File: config.mk
export PLATFORM = sky130hd
export DESIGN_NAME = axis_variable_multi_flat
export DESIGN_NICKNAME = d
export VERILOG_FILES = /design/src/rtl/axis_variable_pkg.sv /design/src/rtl/axis_variable_multi_if.sv /design/src/rtl/axis_rr_arbiter.sv /design/src/rtl/axis_variable_multi.sv /design/src/flat_wrapper.sv
export SDC_FILE = /design/constraint.sdc
export NUM_CORES = 1
export LEC_CHECK = 0
export BUFFER_PORTS_ARGS = -buffer_cell sky130_fd_sc_hd__buf_4
export CAP_MARGIN = 20
export CORE_ASPECT_RATIO = 2
export CORE_UTILIZATION = 30
export CTS_CLUSTER_SIZE = 12
export DETAILED_ROUTE_END_ITERATION = 16
export PLACE_DENSITY = 0.46
export SLEW_MARGIN = 20
export SYNTH_ARGS = -nofsm -noshare
export SYNTH_HDL_FRONTEND = slang
export SYNTH_SLANG_ARGS = --single-unit
File: constraint.sdc
create_clock -name aclk -period 4 [get_ports aclk]
set_input_delay 0.4 -clock aclk [delete_from_list [all_inputs] [get_ports aclk]]
set_output_delay 0.4 -clock aclk [all_outputs]
set_load 0.01 [all_outputs]
File: src/rtl/axis_variable_pkg.sv
// axis_variable_pkg
// Shared definitions for axis_variable_multi:
//   clog2_min1  - ceil(log2(n)) clamped to at least 1, used for index widths
//   out_state_e - output-stage state (EMPTY: no beat held, FULL: beat on the bus)
package axis_variable_pkg;

    function automatic int clog2_min1(input int n);
        int w;
        w = $clog2(n);
        return (w < 1) ? 1 : w;
    endfunction

    typedef enum logic {
        ST_EMPTY = 1'b0,
        ST_FULL  = 1'b1
    } out_state_e;

endpackage

File: src/rtl/axis_variable_multi_if.sv
// axis_variable_multi_if
// AXI4-Stream bundle carrying one channel update per beat.
//   tdata  - channel value
//   tuser  - channel index
//   tvalid - beat valid
//   tready - sink ready
// Handshake: a beat transfers on a clock edge where tvalid && tready. Once
// tvalid is raised it stays high, and tdata/tuser stay stable, until that
// transfer happens. tready may change freely and never depends on tvalid
// rising first.
interface axis_variable_multi_if #(
    parameter int DATA_W = 32,
    parameter int USER_W = 2
);
    logic [DATA_W-1:0] tdata;
    logic [USER_W-1:0] tuser;
    logic              tvalid;
    logic              tready;

    modport master (output tdata, output tuser, output tvalid, input tready);
    modport slave  (input tdata, input tuser, input tvalid, output tready);
endinterface

File: src/rtl/axis_rr_arbiter.sv
// axis_rr_arbiter
// Round-robin selector over N request lines.
//   aclk, aresetn - clock, asynchronous active-low reset
//   req           - request vector
//   advance       - the current grant was taken; it becomes lowest priority
//   grant         - index of the first requester after the last taken grant
// grant is only meaningful while |req. After reset the last grant is N-1,
// so index 0 is searched first.
module axis_rr_arbiter #(
    parameter int N = 4,
    parameter int W = 2
) (
    input  logic         aclk,
    input  logic         aresetn,
    input  logic [N-1:0] req,
    input  logic         advance,
    output logic [W-1:0] grant
);
    logic [W-1:0] last_grant;
    logic [W-1:0] idx;

    // Walk from farthest to nearest so the nearest requester after
    // last_grant is the one left in grant.
    always_comb begin
        grant = last_grant;
        idx   = '0;
        for (int k = N; k >= 1; k--) begin
            idx = W'((int'(last_grant) + k) % N);
            if (req[idx]) grant = idx;
        end
    end

    always_ff @(posedge aclk or negedge aresetn) begin
        if (!aresetn) begin
            last_grant <= W'(N - 1);
        end else if (advance) begin
            last_grant <= grant;
        end
    end
endmodule

File: src/rtl/axis_variable_multi.sv
// axis_variable_multi
// Watches CHANNELS configuration words and streams one AXIS beat per changed
// channel (tuser = channel index). Back-pressure is honoured; changes that
// arrive while an update is still pending are merged into it, so the beat
// always carries the latest value.
// Ports:
//   aclk, aresetn - clock, asynchronous active-low reset
//   cfg_data      - channel i at [i*AXIS_TDATA_WIDTH +: AXIS_TDATA_WIDTH]
//   cfg_force     - level-sampled, marks every channel pending
//   m_axis        - AXIS master (tdata, tuser, tvalid, tready)
//   coalesced     - per-channel pulse when a change merged into a pending update
//   dbg_state     - output-stage state
// Build option: AXIS_VARIABLE_REFRESH_EN adds a free-running counter that
// rebroadcasts all channels every REFRESH_PERIOD cycles.
module axis_variable_multi
    import axis_variable_pkg::*;
#(
    parameter int AXIS_TDATA_WIDTH = 32,
    parameter int CHANNELS         = 4,
    parameter int REFRESH_PERIOD   = 1000000
) (
    input  logic                                 aclk,
    input  logic                                 aresetn,
    input  logic [CHANNELS*AXIS_TDATA_WIDTH-1:0] cfg_data,
    input  logic                                 cfg_force,
    axis_variable_multi_if.master                m_axis,
    output logic [CHANNELS-1:0]                  coalesced,
    output out_state_e                           dbg_state
);
    localparam int W        = AXIS_TDATA_WIDTH;
    localparam int CH_WIDTH = clog2_min1(CHANNELS);
    localparam int RP_W     = clog2_min1(REFRESH_PERIOD);

    logic [W-1:0]        snap [CHANNELS];
    logic [CHANNELS-1:0] change;
    logic [CHANNELS-1:0] pending;
    logic [CHANNELS-1:0] set_vec;
    logic [CHANNELS-1:0] clr_vec;
    logic [CH_WIDTH-1:0] grant;
    logic                refresh_tick;
    logic                can_accept;
    logic                load;
    out_state_e          state;

`ifdef AXIS_VARIABLE_REFRESH_EN
    logic [RP_W-1:0] refresh_cnt;

    assign refresh_tick = (refresh_cnt == RP_W'(REFRESH_PERIOD - 1));

    always_ff @(posedge aclk or negedge aresetn) begin
        if (!aresetn) begin
            refresh_cnt <= '0;
        end else begin
            refresh_cnt <= refresh_tick ? '0 : refresh_cnt + 1'b1;
        end
    end
`else
    assign refresh_tick = 1'b0;
`endif

    always_comb begin
        change = '0;
        for (int i = 0; i < CHANNELS; i++) begin
            change[i] = (cfg_data[i*W +: W] != snap[i]);
        end
    end

    assign set_vec    = change | {CHANNELS{cfg_force | refresh_tick}};
    assign can_accept = (state == ST_EMPTY) || m_axis.tready;
    assign load       = can_accept && (|pending);

    always_comb begin
        clr_vec = '0;
        if (load) clr_vec[grant] = 1'b1;
    end

    axis_rr_arbiter #(
        .N (CHANNELS),
        .W (CH_WIDTH)
    ) u_arb (
        .aclk    (aclk),
        .aresetn (aresetn),
        .req     (pending),
        .advance (load),
        .grant   (grant)
    );

    // Set wins over clear: a channel that changes while being loaded stays
    // pending and is re-sent with the newer value.
    always_ff @(posedge aclk or negedge aresetn) begin
        if (!aresetn) begin
            for (int i = 0; i < CHANNELS; i++) snap[i] <= '0;
            pending   <= '0;
            coalesced <= '0;
        end else begin
            for (int i = 0; i < CHANNELS; i++) snap[i] <= cfg_data[i*W +: W];
            pending   <= set_vec | (pending & ~clr_vec);
            coalesced <= change & pending & ~clr_vec;
        end
    end

    always_ff @(posedge aclk or negedge aresetn) begin
        if (!aresetn) begin
            state         <= ST_EMPTY;
            m_axis.tvalid <= 1'b0;
            m_axis.tdata  <= '0;
            m_axis.tuser  <= '0;
        end else begin
            case (state)
                ST_EMPTY: begin
                    if (|pending) begin
                        state         <= ST_FULL;
                        m_axis.tvalid <= 1'b1;
                        m_axis.tdata  <= snap[grant];
                        m_axis.tuser  <= grant;
                    end
                end
                ST_FULL: begin
                    if (m_axis.tready) begin
                        if (|pending) begin
                            m_axis.tdata <= snap[grant];
                            m_axis.tuser <= grant;
                        end else begin
                            state         <= ST_EMPTY;
                            m_axis.tvalid <= 1'b0;
                        end
                    end
                end
                default: begin
                    state         <= ST_EMPTY;
                    m_axis.tvalid <= 1'b0;
                end
            endcase
        end
    end

    assign dbg_state = state;
endmodule

File: src/flat_wrapper.sv
// flat-port wrapper written by rule: the top's interface ports become plain ports
module axis_variable_multi_flat import axis_variable_pkg::*;
#(
    parameter int AXIS_TDATA_WIDTH = 32,
    parameter int CHANNELS         = 4,
    parameter int REFRESH_PERIOD   = 1000000
)
  (aclk, aresetn, cfg_data, cfg_force, coalesced, dbg_state, m_axis_tdata, m_axis_tuser, m_axis_tvalid, m_axis_tready);
  axis_variable_multi_if #(.DATA_W((32)), .USER_W((2))) m_axis_i ();
  input  logic aclk;
  input  logic aresetn;
  input  logic [CHANNELS*AXIS_TDATA_WIDTH-1:0] cfg_data;
  input  logic cfg_force;
  output logic [CHANNELS-1:0] coalesced;
  output out_state_e dbg_state;
  output wire logic [$bits(m_axis_i.tdata)-1:0] m_axis_tdata;
  output wire logic [$bits(m_axis_i.tuser)-1:0] m_axis_tuser;
  output wire logic [$bits(m_axis_i.tvalid)-1:0] m_axis_tvalid;
  input wire logic [$bits(m_axis_i.tready)-1:0] m_axis_tready;
  assign m_axis_tdata = m_axis_i.tdata;
  assign m_axis_tuser = m_axis_i.tuser;
  assign m_axis_tvalid = m_axis_i.tvalid;
  assign m_axis_i.tready = m_axis_tready;
  axis_variable_multi #(.AXIS_TDATA_WIDTH(AXIS_TDATA_WIDTH), .CHANNELS(CHANNELS), .REFRESH_PERIOD(REFRESH_PERIOD)) u_core (.aclk(aclk), .aresetn(aresetn), .cfg_data(cfg_data), .cfg_force(cfg_force), .m_axis(m_axis_i), .coalesced(coalesced), .dbg_state(dbg_state));
endmodule
==> metrics.txt, run 1 <==
result of the run=finished, final reports clean; Post CTS Setup Buffer Count=0; Routed wire per std cell=~22 µm; die width=around 110 µm; commonest register cell after synthesis=sky130_fd_sc_hd__dfrtp_1; number of antenna violations at the first check in global routing=1; kind of launch point of the worst setup path=flop; overall routed net length=24810 µm; Inserted Clock Buffers=17; ANT cells=0; Sum Neg Setup Slack=0 ns; critical path's top delay family=simple AND/OR/NAND/NOR gates; Initial Util=30.56%; share of final-layout standard cells stronger than drive strength 1=28.88%; crit path DAT=3.05 ns; cell chosen for the clock root=sky130_fd_sc_hd__clkbuf_16; CTS tree=done; count of clock tree sinks=174; Setup crit end kind=flop; post-route clock period utilization=68.80%; most common cell in the netlist=sky130_fd_sc_hd__dfrtp_1; instance count after placement with tap cells included=about 1100; via count of the first global-routing pass=5796; I/O pin count=172; All-Layer GR Usage=20.26%; Worst slew margin=35.62%; H-tree levels=4; number of enable flip-flop cells after synthesis=0; number of failing hold endpoints at the final stage=0; setup repair after global routing missed its margin=false; number of flip-flops and latches in the synthesized netlist=174; worst-path cell with the longest stage delay=sky130_fd_sc_hd__and3_4; type of the most critical hold path=input port to async pin; number of rows created at floorplan=81; post-synth cell types=33; transition at the pin with the smallest max-transition slack=~0.97 ns; count of unresolved DRC violations after routing=0; count of vias placed by the detailed router=5360; worst-case setup margin in the final layout=approximately 1.2 ns; fraction of the mapped netlist area in adder cells=0%; placeable core area=approximately 0.025 mm²; post-synthesis mux area share=4.273%; clock insertion delay at the later pin of the skew report=0.44 ns; largest family of logic cells by synthesized area=XOR/XNOR gates; CTS-repair resized insts=0; first-pass iteration count of the detailed router=5; clk_skew=0.009156 ns; area overhead of the layout relative to synthesis=29.96%; port buffer count=171; remaining number of nets flagged by the antenna check after routing=0; most frequent cells after synthesis=172 x sky130_fd_sc_hd__dfrtp_1, 64 x sky130_fd_sc_hd__xnor2_1, 64 x sky130_fd_sc_hd__xor2_1; mapped cell area=0.007496 mm²; maximum frequency from static timing analysis=between 0.3 and 0.4 GHz; MaxCap Viol Count=0; detailed-route vias per instance=4.764; area fraction in and, or, nand and nor cells after synthesis=7.027%; top cell type's share of synthesized area=57.42%; CP Data Required Time=between 4 and 5 ns; number of hold-repair buffers added at the cts stage=0; largest cells by area after synthesis=sky130_fd_sc_hd__dfrtp_1 57%, sky130_fd_sc_hd__xnor2_1 7.5%, sky130_fd_sc_hd__xor2_1 7.5%; post-synthesis cell type with the largest combined area=sky130_fd_sc_hd__dfrtp_1; power per unit of standard cell area=563.9 mW/mm²; sequential cell area fraction in the yosys report=just under 60%; count of buffering cells on the critical path with inverters included=2; Crit Path Category=flop to flop; weighted congestion reported at the end of routability-driven placement=0.8321; hpwl dp=19230 µm; grt ovf=0; XOR/XNOR share of the synthesized area=14.96%; share of synthesized registers carrying an async set or reset=100.0%; CTS clock-pin slew for the worst setup and hold paths=0.07 ns; P_leak=4.266 nW; wire length of the first global-routing pass=36560 µm; Mapped Cells=612; Die Outline Area=0.02566 mm²; cells along the critical path=nand2b_1, a21o_1, buf_4, and3_4, buf_12, mux2i_1, a211oi_1; die boundary height=225.5 µm; maximum clock insertion buffer count=2; synthesized-area fraction occupied by ao, oa, aoi and oai cells=11.55%; Worst VDD drop=around 0.30 mV; count of routing violations after the opening detailed-route iteration=236; number of max-slew violations in the final report=0; post-synth net total=744; Filler cells=roughly 2500; delay of the slowest cell on the worst path=0.74 ns; worst-case setup slack after placement=0.6916 ns; final net count=913; filler-free cell count of the finished design=roughly 1100; Period minus WS final=2.752 ns; average cell area after synthesis=12.25 µm²; critical-path maximum fanout=43; count of endpoints failing setup in the final report=0; number of warning messages in the yosys log=0; pin count of the biggest net entering global routing=around 110
## metrics by stage
| stage | total power [mW] | utilization, % | cell area (µm²) | hold slack (ns) |
|---|---|---|---|---|
| 4_1_cts | 5.562 | 39.60 | 9712 | 0.05447 |
| 6_report | 5.493 | 39.72 | 9742 | 0.06207 |
| 5_1_grt | 5.755 | 39.72 | 9742 | 0.05376 |
| 2_1_floorplan | 3.065 | - | 7496 | 0.1044 |
| 3_3_place_gp | 3.821 | 37.16 | 9115 | 0.5070 |
| 3_5_place_dp | 3.827 | 37.16 | 9115 | 0.5224 |
## final cells by class
cell class	count	area, µm²	area share, %
flip-flops and latches	174	4357	44.72
multi-input cells	374	2850	29.26
repair buffers	178	1388	14.24
clock buffers	26	519.2	5.330
well taps	332	415.4	4.264
inverters	36	135.1	1.387
clock inverters	5	77.57	0.7963
## final timing paths
check | startpoint | end | slack [ns] | depth (start not counted)
setup / recovery | u_core.u_arb.last_grant[1] | u_core.m_axis.tdata[25] | 1.25 | 7
hold / removal | aresetn | u_core.snap[96] | 0.06 | 1
setup reg to reg | u_core.u_arb.last_grant[1] | u_core.m_axis.tdata[25] | 1.25 | 7
hold reg to reg | u_core.m_axis.tuser[1] | u_core.m_axis.tuser[1] | 0.52 | 2
max in group asynchronous | aresetn | u_core.u_arb.last_grant[0] | 2.90 | 2
min in group aclk | cfg_data[118] | u_core.snap[22] | 0.07 | 1
## cell families after synthesis
family,Yosys count
buffers and inverters,64
AO/OA/AOI/OAI,111
multiplexers,32
XOR/XNOR,128
AND/OR/NAND/NOR,103
flip-flops,174
## state kept, by name, summed over array words and instances (netlist names)
register,count
u_core.pending,4
u_core.m_axis.tdata,32
u_core.u_arb.last_grant,2
u_core.snap,128
u_core.dbg_state,1
u_core.m_axis.tvalid,1
u_core.coalesced,4
u_core.m_axis.tuser,2
## layer usage
| layer | GRT usage (%) | routed length [µm] | part of all wire, % | vias up |
|---|---|---|---|---|
| met2 | 36.86 | 13680 | 55 | 147 |
| met3 | 3.470 | 767 | 3.1 | 40 |
| li1 | - | - | - | 2480 |
| met4 | 9.552 | 906 | 3.7 | 2 |
| met5 | 0 | 18 | 0.073 | - |
| met1 | 22.62 | 9433 | 38 | 2691 |
## cell usage in the layout, fill, tap and decap left out, types with 2 or more instances in the layout
| master | count |
|---|---|
| sky130_fd_sc_hd__o21ai_0 | 3 |
| sky130_fd_sc_hd__nand2_1 | 7 |
| sky130_fd_sc_hd__clkbuf_8 | 7 |
| sky130_fd_sc_hd__a211oi_1 | 47 |
| sky130_fd_sc_hd__mux2i_1 | 32 |
| sky130_fd_sc_hd__buf_12 | 2 |
| sky130_fd_sc_hd__buf_4 | 174 |
| sky130_fd_sc_hd__xnor2_1 | 64 |
| sky130_fd_sc_hd__nand4_1 | 20 |
| sky130_fd_sc_hd__a211oi_2 | 17 |
| sky130_fd_sc_hd__clkbuf_1 | 3 |
| sky130_fd_sc_hd__nand2b_1 | 3 |
| sky130_fd_sc_hd__a211o_1 | 2 |
| sky130_fd_sc_hd__bufinv_16 | 2 |
| sky130_fd_sc_hd__and3_1 | 2 |
| sky130_fd_sc_hd__dfstp_2 | 2 |
| sky130_fd_sc_hd__clkinv_2 | 2 |
| sky130_fd_sc_hd__inv_1 | 36 |
| sky130_fd_sc_hd__nor4_1 | 21 |
| sky130_fd_sc_hd__a31oi_1 | 33 |
| sky130_fd_sc_hd__nor2_1 | 42 |
| sky130_fd_sc_hd__dfrtp_1 | 172 |
| sky130_fd_sc_hd__nand3b_1 | 3 |
| sky130_fd_sc_hd__a21oi_1 | 2 |
| sky130_fd_sc_hd__xor2_1 | 64 |
| sky130_fd_sc_hd__clkbuf_16 | 17 |
| sky130_fd_sc_hd__a21o_1 | 2 |
## power by group
group | leakage [nW] | switching [mW] | internal [mW] | total [mW]
logic | 1.99 | 0.819 | 0.689 | 1.51
registers | 1.98 | 0.256 | 2.02 | 2.27
clock network | 0.292 | 0.695 | 1.02 | 1.71
(Power assumes the default switching activity.)
==> run 2: changes to the inputs <==
PLACE_DENSITY = 0.48   (was 0.46)
clock period = 2.25 ns   (was 4 ns; I/O delays follow)
==> metrics.txt, run 2 (synthesis results as in run 1) <==
CTS tree=done; Setup crit end kind=flop; Die Outline Area=0.02566 mm² (unchanged); count of vias placed by the detailed router=5902 (+10%); Crit Path Category=flop to flop; All-Layer GR Usage=20.60% (+0.34 points); overall routed net length=25330 µm (+2.1%); final net count=1059 (+16%); share of final-layout standard cells stronger than drive strength 1=26.09% (-2.8 points); I/O pin count=172 (unchanged); critical-path maximum fanout=33 (-23%); port buffer count=171 (unchanged); Worst VDD drop=0.5154 mV (+73%); Final Power=10.08 mW (+83%); largest register by flop count=u_core.snap; clock insertion delay at the later pin of the skew report=0.44 ns (about the same); number of failing hold endpoints at the final stage=0 (unchanged); weighted congestion reported at the end of routability-driven placement=0.8624 (+3.6%); kind of launch point of the worst setup path=flop; power per unit of standard cell area=898.0 mW/mm² (+59%); CTS-repair resized insts=0 (unchanged); GRT busiest layer=met2; die width=113.8 µm (unchanged); via count of the first global-routing pass=6434 (+11%); area overhead of the layout relative to synthesis=49.67%; global routing met1 resource utilization=21.42% (-1.2 points); count of unresolved DRC violations after routing=0 (unchanged); count of routing violations after the opening detailed-route iteration=228 (-3.4%); P_leak=4.916 nW (+15%); number of max-slew violations in the final report=0 (unchanged); placeable core area=0.02453 mm² (unchanged); CTS clock-pin slew for the worst setup and hold paths=0.07 ns (about the same); maximum clock insertion buffer count=2 (unchanged); commonest non-fill, non-tap cell in the layout=sky130_fd_sc_hd__buf_4; die boundary height=225.5 µm (unchanged); commonest cells after routing, fill and taps aside=186 x sky130_fd_sc_hd__buf_4, 172 x sky130_fd_sc_hd__dfrtp_1, 130 x sky130_fd_sc_hd__dlygate4sd3_1, 64 x sky130_fd_sc_hd__xor2_1, 64 x sky130_fd_sc_hd__xnor2_1; grt ovf=0 (unchanged); Worst slew margin=61.15% (+26 points); detailed-route vias per instance=4.640 (-2.6%); MaxCap Viol Count=0 (unchanged); Global Route met3 Usage=3.201% (-0.27 points); number of rows created at floorplan=81 (unchanged); Sum Neg Setup Slack=0 ns (unchanged); setup repair after global routing missed its margin=false; wire length of the first global-routing pass=37530 µm (+2.7%); result of the run=finished, final reports clean; CP Data Required Time=2.55 ns (-1.75 ns); count of clock tree sinks=174 (unchanged); H-tree levels=4 (unchanged); Inserted Clock Buffers=17 (unchanged); Period minus WS final=2.030 ns (-0.7219 ns); hpwl dp=19640 µm (+2.2%); met2 usage=38.26% (+1.4 points); number of flip-flops in the largest register=128 (unchanged); count of endpoints failing setup in the final report=0 (unchanged); crit path DAT=2.33 ns (-0.72 ns); leading registers by flop count=u_core.snap x128, u_core.m_axis.tdata x32; Routed wire per std cell=19.91 µm (-9.7%); Post CTS Setup Buffer Count=0 (unchanged); remaining number of nets flagged by the antenna check after routing=0 (unchanged); first-pass iteration count of the detailed router=4 (-1); clk_skew=0.007687 ns (-0.001469 ns); number of hold-repair buffers added at the cts stage=130 (+130); Initial Util=30.56% (unchanged); number of antenna violations at the first check in global routing=1 (unchanged); pin count of the biggest net entering global routing=58 (-49%); post-route clock period utilization=90.22% (+21 points); maximum frequency from static timing analysis=0.4926 GHz (+36%); cell chosen for the clock root=sky130_fd_sc_hd__clkbuf_16; transition at the pin with the smallest max-transition slack=0.5828 ns (-0.3829 ns); type of the most critical hold path=input port to flop
[run 2: cell count changes in the layout (fill, tap and decap cells not counted)]
cell / previous run / this run
sky130_fd_sc_hd__buf_4: 174 / 186
sky130_fd_sc_hd__buf_12: 2 / 7
sky130_fd_sc_hd__dlygate4sd3_1: 0 / 130
sky130_fd_sc_hd__buf_6: 0 / 1
sky130_fd_sc_hd__diode_2: 0 / 1
sky130_fd_sc_hd__bufinv_16: 2 / 3
sky130_fd_sc_hd__clkinvlp_4: 1 / 0
sky130_fd_sc_hd__clkinv_2: 2 / 3
sky130_fd_sc_hd__buf_16: 1 / 0
sky130_fd_sc_hd__clkbuf_8: 7 / 5
[run 2: routing by layer]
metal  share of wire, %  up-vias  routed length (µm)
li1                   -     2781                   -
met3                2.7       52                 691
met5                  0        -                   0
met4                5.4        0                1379
met1                 36     2905                9172
met2                 56      164               14080
[run 2: layout make-up]
class,instances,area (µm²)
clock inverter,6,105.1
sequential,174,4357
tap,332,415.4
multi-input combinational,374,2850
timing repair buffer,324,2849
clock buffer,25,505.5
antenna,1,2.502
fill,2312,13310
inverter,36,135.1
[run 2: final timing paths]
| path | startpoint | endpoint | slack, ns | cells past startpoint |
|---|---|---|---|---|
| worst max-delay path | u_core.pending[3] | u_core.m_axis.tdata[3] | 0.22 | 7 |
| worst min-delay path | cfg_force | u_core.pending[0] | 0.03 | 2 |
| worst max register to register | u_core.pending[3] | u_core.m_axis.tdata[3] | 0.22 | 7 |
| worst min register to register | u_core.m_axis.tuser[1] | u_core.m_axis.tuser[1] | 0.50 | 2 |
| max in group asynchronous | aresetn | u_core.snap[126] | 1.15 | 3 |
| min in group asynchronous | aresetn | u_core.snap[64] | 0.33 | 2 |
[run 2: where the power goes]
group | internal (mW) | leakage [nW] | switching (mW)
Sequential | 3.59 | 1.98 | 0.395
Combinational | 1.47 | 2.63 | 1.52
Clock | 1.88 | 0.303 | 1.21
[run 2: worst max-delay path: stages, from the launching register on]
cell	delay, ns
sky130_fd_sc_hd__dfrtp_1	0.49
sky130_fd_sc_hd__nor4_1	0.13
sky130_fd_sc_hd__buf_4	0.17
sky130_fd_sc_hd__a21oi_4	0.20
sky130_fd_sc_hd__nand3_2	0.15
sky130_fd_sc_hd__buf_12	0.22
sky130_fd_sc_hd__a211oi_1	0.43
sky130_fd_sc_hd__a211oi_1	0.10
[run 2: stage by stage]
stage | setup WS [ns] | utilization [%] | instances | cell area [µm²] | hold slack (ns)
5_1_grt | 0.08659 | 45.75 | 1272 | 11220 | 0.02144
3_5_place_dp | 0.2030 | 37.94 | 1110 | 9305 | 0.2410
6_report | 0.2200 | 45.75 | 1272 | 11220 | 0.02769
3_3_place_gp | 0.2057 | 37.94 | 1110 | 9305 | 0.2343
2_1_floorplan | 0.3664 | - | 612 | 7496 | -0.07059
4_1_cts | 0.1794 | 45.74 | 1271 | 11220 | 0.009946
